<file path="src/rtl/bit_serializer_pkg.sv">
// Shared types and widths for the bit_serializer parallel-to-serial front end.
package bit_serializer_pkg;

    localparam int GAP_CNT_W  = 4;
    localparam int WORD_CNT_W = 16;

    typedef enum logic [1:0] {
        IDLE,
        SHIFT,
        GAP
    } ser_state_t;

endpackage

</file>
<file path="src/rtl/bit_serializer_shreg.sv">
// WIDTH-bit load/shift register; the outgoing bit is read straight off the end flop.
module bit_serializer_shreg #(
    parameter int WIDTH     = 8,
    parameter int LSB_FIRST = 0
) (
    input  logic             clk,
    input  logic             rst,
    input  logic             load,
    input  logic             shift,
    input  logic [WIDTH-1:0] load_data,
    output logic             bit_out
);
    import bit_serializer_pkg::*;

    logic [WIDTH-1:0] shreg_q;
    logic [WIDTH-1:0] shreg_d;

    // Zeros shift in behind the word, so the output reads 0 once the word has left.
    always_comb begin
        shreg_d = shreg_q;
        if (load) begin
            shreg_d = load_data;
        end else if (shift) begin
            shreg_d = (LSB_FIRST != 0) ? (shreg_q >> 1) : (shreg_q << 1);
        end
    end

    always_ff @(posedge clk) begin
        if (!rst) begin
            shreg_q <= '0;
        end else begin
            shreg_q <= shreg_d;
        end
    end

    assign bit_out = (LSB_FIRST != 0) ? shreg_q[0] : shreg_q[WIDTH-1];

endmodule

</file>
<file path="src/rtl/bit_serializer.sv">
// Serializes WIDTH-bit words accepted over valid/ready into a framed one-bit stream.
module bit_serializer #(
    parameter int WIDTH     = 8,
    parameter int LSB_FIRST = 0,
    parameter int GAP       = 0
) (
    input  logic             clk,
    input  logic             rst,
    input  logic [WIDTH-1:0] in_data,
    input  logic             in_valid,
    output logic             in_ready,
    output logic             sout,
    output logic             sout_valid,
    output logic             sout_first,
    output logic             sout_last,
    output logic             busy,
    output logic [15:0]      word_cnt
);
    import bit_serializer_pkg::*;

    localparam int BIT_CNT_W = $clog2(WIDTH);

    ser_state_t             state_q, state_d;
    logic [BIT_CNT_W-1:0]   bit_cnt_q, bit_cnt_d;
    logic [GAP_CNT_W-1:0]   gap_cnt_q, gap_cnt_d;
    logic [WORD_CNT_W-1:0]  word_cnt_q, word_cnt_d;
    logic                   sout_valid_q, sout_valid_d;
    logic                   sout_first_q, sout_first_d;
    logic                   sout_last_q, sout_last_d;
    logic                   busy_q, busy_d;
    logic                   rdy_en_q;
    logic                   last_bit;
    logic                   accept;
    logic                   load;
    logic                   shift;

    assign last_bit = (state_q == SHIFT) && (bit_cnt_q == BIT_CNT_W'(WIDTH - 1));

    // rdy_en_q holds ready low for the first cycle after reset release.
    assign in_ready = rst && rdy_en_q &&
                      ((state_q == IDLE) || ((GAP == 0) && last_bit));
    assign accept   = in_valid && in_ready;

    always_comb begin
        state_d    = state_q;
        bit_cnt_d  = bit_cnt_q;
        gap_cnt_d  = gap_cnt_q;
        word_cnt_d = word_cnt_q;
        load       = 1'b0;
        shift      = 1'b0;
        case (state_q)
            IDLE: begin
                if (accept) begin
                    state_d   = SHIFT;
                    bit_cnt_d = '0;
                    load      = 1'b1;
                end
            end
            SHIFT: begin
                if (last_bit) begin
                    word_cnt_d = word_cnt_q + 16'd1;
                    if (GAP == 0) begin
                        if (accept) begin
                            load      = 1'b1;
                            bit_cnt_d = '0;
                        end else begin
                            state_d = IDLE;
                            shift   = 1'b1;
                        end
                    end else begin
                        state_d   = bit_serializer_pkg::GAP;
                        gap_cnt_d = '0;
                        shift     = 1'b1;
                    end
                end else begin
                    shift     = 1'b1;
                    bit_cnt_d = bit_cnt_q + 1'b1;
                end
            end
            bit_serializer_pkg::GAP: begin
                if (gap_cnt_q == GAP_CNT_W'(GAP - 1)) begin
                    state_d = IDLE;
                end else begin
                    gap_cnt_d = gap_cnt_q + 1'b1;
                end
            end
            default: state_d = IDLE;
        endcase
        sout_valid_d = (state_d == SHIFT);
        sout_first_d = load;
        sout_last_d  = (state_d == SHIFT) && (bit_cnt_d == BIT_CNT_W'(WIDTH - 1));
        busy_d       = (state_d != IDLE);
    end

    always_ff @(posedge clk) begin
        if (!rst) begin
            state_q      <= IDLE;
            bit_cnt_q    <= '0;
            gap_cnt_q    <= '0;
            word_cnt_q   <= '0;
            sout_valid_q <= 1'b0;
            sout_first_q <= 1'b0;
            sout_last_q  <= 1'b0;
            busy_q       <= 1'b0;
            rdy_en_q     <= 1'b0;
        end else begin
            state_q      <= state_d;
            bit_cnt_q    <= bit_cnt_d;
            gap_cnt_q    <= gap_cnt_d;
            word_cnt_q   <= word_cnt_d;
            sout_valid_q <= sout_valid_d;
            sout_first_q <= sout_first_d;
            sout_last_q  <= sout_last_d;
            busy_q       <= busy_d;
            rdy_en_q     <= 1'b1;
        end
    end

    bit_serializer_shreg #(
        .WIDTH     (WIDTH),
        .LSB_FIRST (LSB_FIRST)
    ) u_shreg (
        .clk       (clk),
        .rst       (rst),
        .load      (load),
        .shift     (shift),
        .load_data (in_data),
        .bit_out   (sout)
    );

    assign sout_valid = sout_valid_q;
    assign sout_first = sout_first_q;
    assign sout_last  = sout_last_q;
    assign busy       = busy_q;
    assign word_cnt   = word_cnt_q;

    // With WIDTH >= 2 a single bit can never open and close a word at once.
    a_first_not_last: assert property (@(posedge clk) disable iff (!rst)
                                       !(sout_first_q && sout_last_q));

endmodule

</file>
<file path="config.mk">
export PLATFORM = sky130hd
export DESIGN_NAME = bit_serializer
export DESIGN_NICKNAME = d
export VERILOG_FILES = /design/src/rtl/bit_serializer_pkg.sv /design/src/rtl/bit_serializer_shreg.sv /design/src/rtl/bit_serializer.sv
export SDC_FILE = /design/constraint.sdc
export NUM_CORES = 1
export LEC_CHECK = 0
export ABC_AREA = 0
export BUFFER_PORTS_ARGS = -buffer_cell sky130_fd_sc_hd__buf_2
export CORE_ASPECT_RATIO = 0.75
export CORE_UTILIZATION = 54
export CTS_CLUSTER_DIAMETER = 200
export DETAILED_ROUTE_END_ITERATION = 10
export MAX_ROUTING_LAYER = met4
export PLACE_DENSITY = 0.79
export SYNTH_ARGS = -nofsm -noshare
export SYNTH_HDL_FRONTEND = slang
export SYNTH_HIERARCHICAL = 1
export SYNTH_SLANG_ARGS = --single-unit
</file>
<file path="constraint.sdc">
create_clock -name clk -period 3.3 [get_ports clk]
set_input_delay 0.99 -clock clk [delete_from_list [all_inputs] [get_ports clk]]
set_output_delay 0.99 -clock clk [all_outputs]
set_load 0.01 [all_outputs]
</file>
==> metrics.yaml <==
worst_setup_path:
  cp.required_ps: 2310
  cp_max_fo: 5
  start_kind: "register"
  arrival_ps: 1740
  crit_chain: "ha_1, ha_1, or2b_1, and4b_1, buf_2"
  critical_path.max_stage_delay_ps: 340
  critPathTopFamily: "simple AND/OR/NAND/NOR gates"
  critical_path_buf_inv_count: 1
  slowest_stage: "dfxtp_1"
  critical_path_class: "register to output pin"
  cp-end-kind: "output pin"
  worst-r2r-setup-slack_ps: 850
  crit_top_cell: "ha_1"
sta:
  hold_viol: 0
  rsz0062_at_grt: "no"
  min_period_ps: 2730
  setup_viol: 0
  relSlewSlack_pct: 61.2
  worst_pin_slew_ps: 582
  timing.final.ws_setup_ps: 565
  fmax_ghz: 0.366
  post-route-period-util_pct: 82.9
  tns_ps: 0
  drv_slew: 0
  fin_skew_ps: 8.77
  whs_ps: 465
clocking:
  clk_latency_ps: 290
  cts_resized: 0
  htreeDepth: 2
  max-clock-path-buffers: 2
  numCtsBuffers: 5
  cts_sinks: 38
  cts.clk_slew.worst_paths_ps: 70
  post_cts_buffers: 0
  postCtsHoldBufs: 0
  root_buffer: "clkbuf_8"
  cts_tree: "built"
run_status:
  outcome: "completed"
placement:
  gp_congestion: 0.784
  post-dp-hpwl_um: 2240
  place_area_um2: 1880
  port_buffers: 32
  pre_cts_slack_ps: 694
drt:
  first_pass_iters: 4
  vias: 1320
  drc: 0
  wl_per_cell_um: 12.6
  ant_nets: 0
  first_iter_violations: 55
  wl_um: 3080
  viasPerCell: 5.41
global_route:
  grt_pass1_wl_um: 4970
  gr-total-overflow: 0
  first_global_vias: 1161
  antenna_found_initial: 0
  grt_max_degree: 20
  grt_use_total_pct: 20.3
logic_synthesis:
  ys.flop_type: "dfxtp_1"
  synthArstFlopShare_pct: 0
  synth-seq-cells: 38
  syn_inst: 173
  syn_avg_cell_area_um2: 9.87
  syn_area_um2: 1710
  synth_nets: 188
  yosys_warnings: 6
  yosysUniqueCellTypes: 40
  yosysSeqAreaShare_pct: 44.5
  synth_enable_flop_cells: 0
finish:
  syn2layout_area_growth_pct: 15.8
  fill_cells: 252
  layout.nets: 220
  n_antenna_cell: 0
  drive_above_1_share_pct: 26.7
  final_area_um2: 1980
min_path:
  hp-class: "register to register"
floorplanning:
  coreArea_um2: 2980
  die_w_um: 66.9
  start_util_pct: 57.4
  ios: 33
  fp-row-count: 17
  die-area_um2: 3390
  die_h_um: 50.7
power_and_ir_drop:
  p_per_area_nw_per_um2: 430
  power.leakage_nw: 0.945
  power.total_uw: 850
  irDropWorstVdd_uv: 270
job:
  drv_cap: 0
==> cell families (layout without fill, tap and decap cells) <==
kind of cell	Yosys count	in the layout	share of synthesized area [%]
AO/OA/AOI/OAI	28	28	11.3
XOR/XNOR	11	11	5.64
adder cells (fa/ha/maj)	4	4	2.93
buffers and inverters	11	44	3.52
flip-flops	38	38	44.5
multiplexers	9	9	7.33
AND/OR/NAND/NOR	72	72	24.8
==> state kept, by name, summed over array words and instances, names as in the netlist <==
name	count
sout_valid	1
state_q	2
sout_first	1
word_cnt	16
sout_last	1
rdy_en_q	1
gap_cnt_q	4
busy	1
bit_cnt_q	3
u_shreg/shreg_q	8
==> metrics by stage <==
step / cells / util, %
CTS: 244 / 66.4
detailed placement: 236 / 63.2
global placement: 236 / 63.2
finish: 244 / 66.4
floorplan: 173 / -
global route: 244 / 66.4
==> area by class of cell <==
class	instances	area, um^2	area share (%)
Multi-Input combinational cell	124	887	44.9
Sequential cell	38	761	38.5
Timing Repair Buffer	35	183	9.24
Clock buffer	6	82.6	4.18
Tap cell	38	47.5	2.41
Clock inverter	2	12.5	0.633
Inverter	1	3.75	0.190
==> synthesized netlist by cell type (2+ instances only) <==
master     n  area, um^2
a21oi_1    9        45.0
and2_1     3        18.8
and3_1     2        12.5
and4_1     2        17.5
and4b_2    3        33.8
buf_2      3        15.0
buf_6      2        22.5
clkbuf_1   4        15.0
dfxtp_1   38         761
ha_1       4        50.1
mux2_4     7         105
mux2i_1    2        20.0
nand2_1    7        26.3
nand2b_1   7        43.8
nand3_1    8        40.0
nand4_1    3        18.8
nor2_1    20        75.1
nor3_1     2        10.0
o211a_1    7        70.1
o21a_1     2        15.0
o21ai_0    5        25.0
or2b_1     2        15.0
or3_1      5        31.3
xnor2_1    6        52.6
xor2_1     5        43.8
==> final timing paths <==
path                        endpoint  cells past startpoint          from
setup reg to reg  u_shreg/shreg_q[7]                      9  bit_cnt_q[0]
hold reg to reg         bit_cnt_q[2]                      2  bit_cnt_q[2]
hold / removal          bit_cnt_q[2]                      2  bit_cnt_q[2]
setup / recovery            in_ready                      5  bit_cnt_q[0]
==> routing by layer <==
metal | wire length, um | global-route usage, % | vias up | part of all wire, %
met5 | 0 | - | - | 0
met4 | 44 | 9.57 | 0 | 1.4
met3 | 125 | 5.68 | 5 | 4.1
met2 | 1450 | 32.2 | 28 | 47
met1 | 1460 | 23.6 | 614 | 47
li1 | - | - | 673 | -
==> tightest hold or removal path, stage by stage, from the launching register on <==
cell and delay [ps]:
dfxtp_1 320, nand2_1 50, a21oi_1 50
==> power breakdown <==
group / internal (mW) / switching, mW
logic: 0.0279 / 0.0245
clock network: 0.168 / 0.156
registers: 0.468 / 0.00607
==> cell usage in the layout (no fill, tap or decap), drive strengths merged, types with 2 or more instances in the layout <==
cell type and instances:
xnor2 6, and2 3, nor2 20, nand4 3, xor2 5, o211a 7
mux2i 2, mux2 7, o21a 2, nand2b 7, nor3 2, nand3 8
o21ai 5, and3 2, a21oi 9, dfxtp 38, buf 35, clkbuf 6
and4b 4, ha 4, nand2 7, or3 5, and4 2, or2b 2
(Power assumes the default switching activity.)
